==> src/rtl/pwm_peripheral_if.sv <==
// Control-register and pin-drive bundle between the SPI register block and the
// PWM output stage.
interface pwm_peripheral_if;
  logic [7:0]  en_reg_out_7_0;
  logic [7:0]  en_reg_out_15_8;
  logic [7:0]  en_reg_pwm_7_0;
  logic [7:0]  en_reg_pwm_15_8;
  logic [7:0]  pwm_duty_cycle;
  logic [15:0] out;
  logic        period_start;

  modport master (
    output en_reg_out_7_0, en_reg_out_15_8, en_reg_pwm_7_0, en_reg_pwm_15_8,
    output pwm_duty_cycle,
    input  out, period_start
  );

  modport slave (
    input  en_reg_out_7_0, en_reg_out_15_8, en_reg_pwm_7_0, en_reg_pwm_15_8,
    input  pwm_duty_cycle,
    output out, period_start
  );
endinterface

==> src/rtl/pwm_peripheral.sv <==
// Sixteen-pin output stage: each pin forced low, forced high, or driven by one
// shared 8-bit PWM whose duty is shadowed and only updated at period boundaries.
module pwm_peripheral #(
  parameter int CLK_DIV = 13
) (
  input  logic           clk,
  input  logic           rst_n,
  pwm_peripheral_if.slave bus
);

  localparam logic [7:0] DIV_MAX = 8'(CLK_DIV - 1);

  logic [7:0]  clk_cnt_q, clk_cnt_d;
  logic [7:0]  pwm_cnt_q, pwm_cnt_d;
  logic [7:0]  duty_shadow_q, duty_shadow_d;
  logic [15:0] out_q, out_d;
  logic        period_start_q, period_start_d;

  logic        tick;
  logic        wrap;
  logic        pwm_sig;
  logic [15:0] en_out;
  logic [15:0] en_pwm;

  always_comb begin
    tick           = (clk_cnt_q == DIV_MAX);
    wrap           = tick && (pwm_cnt_q == 8'hFF);
    clk_cnt_d      = tick ? 8'd0 : clk_cnt_q + 8'd1;
    pwm_cnt_d      = tick ? pwm_cnt_q + 8'd1 : pwm_cnt_q;
    // The shadow only moves on the last step of a period, so a period never
    // sees two different duty values.
    duty_shadow_d  = wrap ? bus.pwm_duty_cycle : duty_shadow_q;
    // 0xFF means fully on rather than 255/256.
    pwm_sig        = (duty_shadow_q == 8'hFF) || (pwm_cnt_q < duty_shadow_q);
    en_out         = {bus.en_reg_out_15_8, bus.en_reg_out_7_0};
    en_pwm         = {bus.en_reg_pwm_15_8, bus.en_reg_pwm_7_0};
    out_d          = en_out & (~en_pwm | {16{pwm_sig}});
    period_start_d = wrap;
  end

  always_ff @(posedge clk or negedge rst_n) begin
    if (!rst_n) begin
      clk_cnt_q      <= 8'd0;
      pwm_cnt_q      <= 8'd0;
      duty_shadow_q  <= 8'd0;
      out_q          <= 16'h0000;
      period_start_q <= 1'b0;
    end else begin
      clk_cnt_q      <= clk_cnt_d;
      pwm_cnt_q      <= pwm_cnt_d;
      duty_shadow_q  <= duty_shadow_d;
      out_q          <= out_d;
      period_start_q <= period_start_d;
    end
  end

  assign bus.out          = out_q;
  assign bus.period_start = period_start_q;

endmodule
==> src/flat_wrapper.sv <==
// flat-port wrapper written by rule: the top's interface ports become plain ports
module pwm_peripheral_flat 
#(
  parameter int CLK_DIV = 13
)
  (clk, rst_n, bus_en_reg_out_7_0, bus_en_reg_out_15_8, bus_en_reg_pwm_7_0, bus_en_reg_pwm_15_8, bus_pwm_duty_cycle, bus_out, bus_period_start);
  pwm_peripheral_if bus_i ();
  input  logic clk;
  input  logic rst_n;
  input wire logic [$bits(bus_i.en_reg_out_7_0)-1:0] bus_en_reg_out_7_0;
  input wire logic [$bits(bus_i.en_reg_out_15_8)-1:0] bus_en_reg_out_15_8;
  input wire logic [$bits(bus_i.en_reg_pwm_7_0)-1:0] bus_en_reg_pwm_7_0;
  input wire logic [$bits(bus_i.en_reg_pwm_15_8)-1:0] bus_en_reg_pwm_15_8;
  input wire logic [$bits(bus_i.pwm_duty_cycle)-1:0] bus_pwm_duty_cycle;
  output wire logic [$bits(bus_i.out)-1:0] bus_out;
  output wire logic [$bits(bus_i.period_start)-1:0] bus_period_start;
  assign bus_i.en_reg_out_7_0 = bus_en_reg_out_7_0;
  assign bus_i.en_reg_out_15_8 = bus_en_reg_out_15_8;
  assign bus_i.en_reg_pwm_7_0 = bus_en_reg_pwm_7_0;
  assign bus_i.en_reg_pwm_15_8 = bus_en_reg_pwm_15_8;
  assign bus_i.pwm_duty_cycle = bus_pwm_duty_cycle;
  assign bus_out = bus_i.out;
  assign bus_period_start = bus_i.period_start;
  pwm_peripheral #(.CLK_DIV(CLK_DIV)) u_core (.clk(clk), .rst_n(rst_n), .bus(bus_i));
endmodule
==> config.mk <==
export PLATFORM = sky130hd
export DESIGN_NAME = pwm_peripheral_flat
export DESIGN_NICKNAME = d
export VERILOG_FILES = /design/src/rtl/pwm_peripheral_if.sv /design/src/rtl/pwm_peripheral.sv /design/src/flat_wrapper.sv
export SDC_FILE = /design/constraint.sdc
export NUM_CORES = 1
export LEC_CHECK = 0
export BUFFER_PORTS_ARGS = -buffer_cell sky130_fd_sc_hd__buf_2
export CAP_MARGIN = 20
export CORE_MARGIN = 5
export CORE_UTILIZATION = 35
export DETAILED_ROUTE_END_ITERATION = 8
export HOLD_SLACK_MARGIN = 0.03
export PLACE_DENSITY = 0.65
export SYNTH_ARGS = -nofsm -noshare
export SYNTH_HDL_FRONTEND = slang
export SYNTH_SLANG_ARGS = --single-unit
==> constraint.sdc <==
create_clock -name clk -period 3.1 [get_ports clk]
set_input_delay 0.31 -clock clk [delete_from_list [all_inputs] [get_ports clk]]
set_output_delay 0.31 -clock clk [all_outputs]
set_load 0.01 [all_outputs]
==> metrics.txt <==
outcome=finished, final reports clean; Die Ht=82.0 um; CTS root buf=clkbuf_8; Die ar.=6730 sq um; Critical R2R Launch=u_core.pwm_cnt_q[6]; DR WL/cell=around 13 um; placer's final routability congestion estimate=0.768; RSZ-0062 raised after global routing=false; worst setup margin=960 ps; post-cts resize count=0; Core Util, Final=45.3%; number of setup buffers added after CTS=0; HPWL Detailed=2710 um; hold slack=roughly 140 ps; via-per-instance ratio=4.59; DRT iter0 DRCs=33; max-slew violations=0; Synth top area share=56.5%; placed cell area=between 2000 and 2500 sq um; mux share of post-synthesis cell area=about 5.0%; Fmax=approximately 470 MHz; ant diodes=0; P&R area growth vs syn=26.6%; Layout fillers=498; area leader, netlist=dfrtp_1; Post-Synth Simple-Gate Area=12.5%; Max Cap Viol=0; Reg area=1030 sq um; critical path class=flip-flop to flip-flop; Avg Cell Area, Syn=approximately 13 sq um; global-route wire length before repair=5960 um; CP arrival=2280 ps; final period utilization=69.0%; post-route antenna net violation count=0; RR Endpoint=u_core.bus.out[1]; I/O pin total=between 50 and 60; GR Util All Layers=12.1%; Critical Path Sink Type=flip-flop; Skew-Pair Late Insertion Delay=290 ps; adder-cell share of the synthesized area=under 10%; max layer used=met4; grt ovf=0; Post-Place Setup Slack=926 ps; flop-to-flop setup slack=approximately 960 ps; main combinational cell family by area after synthesis=simple AND/OR/NAND/NOR gates; Clock Skew=5.98 ps; largest net degree at the start of global routing=42; Rel. slew slack=approximately two fifths; Pwr per Cell Area=roughly 460 nW/um^2; largest cells by area after synthesis=dfrtp_1 (56%), ha_1 (6.9%), a21boi_0 (6.2%), mux2_2 (5.0%), xnor2_1 (3.9%); Syn Std Cell Area=1820 sq um; M1 WL=1520 um; Critical Path Fanout Max=16; leakage power=1.15 nW; nets=257; initial antenna violation count=0; Fin. Hold Viols=0; most frequent cells after synthesis=dfrtp_1 (41), a21boi_0 (15), ha_1 (10); CP Launch Type=flip-flop; worst r2r path cells=5; multi-input combinational cell area=742 sq um; Final Setup Violations=0; fin crit period=2140 ps; total power=~1.1 mW; placed instance count=~270; Worst-path clk slew=80 ps; met3 wire length=371 um; synthesis warning total=0; class of the worst hold path=input port to async pin; Core Area=5070 sq um; die width=82.0 um; vias in the first global route=1,285; H-tree levels=2; setup TNS=0 ps; Detailed Routing Iterations Pass 1=4; synthesized netlist net count=195; fin area=around 2300 sq um; Worst Path Required=roughly 3200 ps; Cells after Synth=143; Initial Util=a little over a third; #FFs+latches synth=41; CTS Sinks=41; # hold bufs at CTS=0; row count=26; CTS tree=yes; Finished Layout Cells=276; Vias=roughly 1,300; Post-synth EDFFs=0; xor and xnor area share after synthesis=6.27%; Slew @ Worst Pin=884 ps; CTS buffer count=5; I/O Buffers=58; met2 wire length=1620 um; Async S/R FF share, synth=100%; layout cells sized above 1=38.3%; Max Root-Sink Buffers=2; most common cell in the synthesized netlist=dfrtp_1; Main synth FF type=dfrtp_1; VDD IR max=0.000304 V; sequential share of the synthesized area=56.5%; final wirelength=between 3000 and 4000 um; Synth Area in Compound Gates=roughly a tenth; Synth cell types=29; # DRC=0
==> where the power goes <==
group / switching (mW) / internal [mW] / leakage [nW]
clock network: 0.185 / 0.262 / 0.0574
logic: 0.0279 / 0.0297 / 0.558
registers: 0.00255 / 0.545 / 0.535
total: 0.216 / 0.836 / 1.15
==> flip-flops by register name, indices dropped and copies added, names as in the netlist <==
| signal | cells |
|---|---|
| u_core.bus.out | 16 |
| u_core.clk_cnt_q | 8 |
| u_core.pwm_cnt_q | 8 |
| u_core.duty_shadow_q | 8 |
| u_core.bus.period_start | 1 |
==> cell usage in the layout, fill, tap and decap left out, drive strengths merged, types with 6 or more instances in the layout <==
master	count
ha	10
a21boi	16
xnor2	8
nand2	7
mux2	8
nand4	7
nor2	7
inv	9
buf	58
dfrtp	41
clkbuf	6
==> area by class of cell <==
type | instances | area share (%)
clock buffer | 6 | 3.59
clock inverter | 2 | 1.63
inverter | 9 | 1.47
multi-input combinational | 90 | 32.3
sequential | 41 | 44.6
tap | 70 | 3.81
timing repair buffer | 58 | 12.6
==> kinds of logic (layout without fill, tap and decap cells) <==
group	after synthesis	after routing
compound gates	23	23
xor+xnor	13	13
fa+ha+maj	10	10
buf+inv	12	75
flops	41	41
mux	8	8
simple gates	36	36
==> worst max-delay path: stages (launching register included) <==
cell,delay [ps]
dfrtp_1,420
ha_1,330
and4_1,180
o21ai_0,100
o32ai_2,740
a21boi_0,220
==> metal layers <==
metal  GRT usage (%)  vias up
met2            17.7       49
met3            6.80        4
met1            14.8      593
met5               0        -
li1                -      621
met4            4.49        0
==> worst max-delay path by stage <==
stage                     slack [ps]            endpoint                     from
after global placement           960   u_core.bus.out[3]      u_core.pwm_cnt_q[6]
after global routing             730   u_core.bus.out[7]  u_core.duty_shadow_q[6]
after detailed placement         930   u_core.bus.out[3]      u_core.pwm_cnt_q[6]
after CTS                        910   u_core.bus.out[3]      u_core.pwm_cnt_q[6]
final                            960   u_core.bus.out[1]      u_core.pwm_cnt_q[6]
after floorplan                 1300  u_core.bus.out[10]      u_core.pwm_cnt_q[7]
Power figures use the tool's default switching activity.
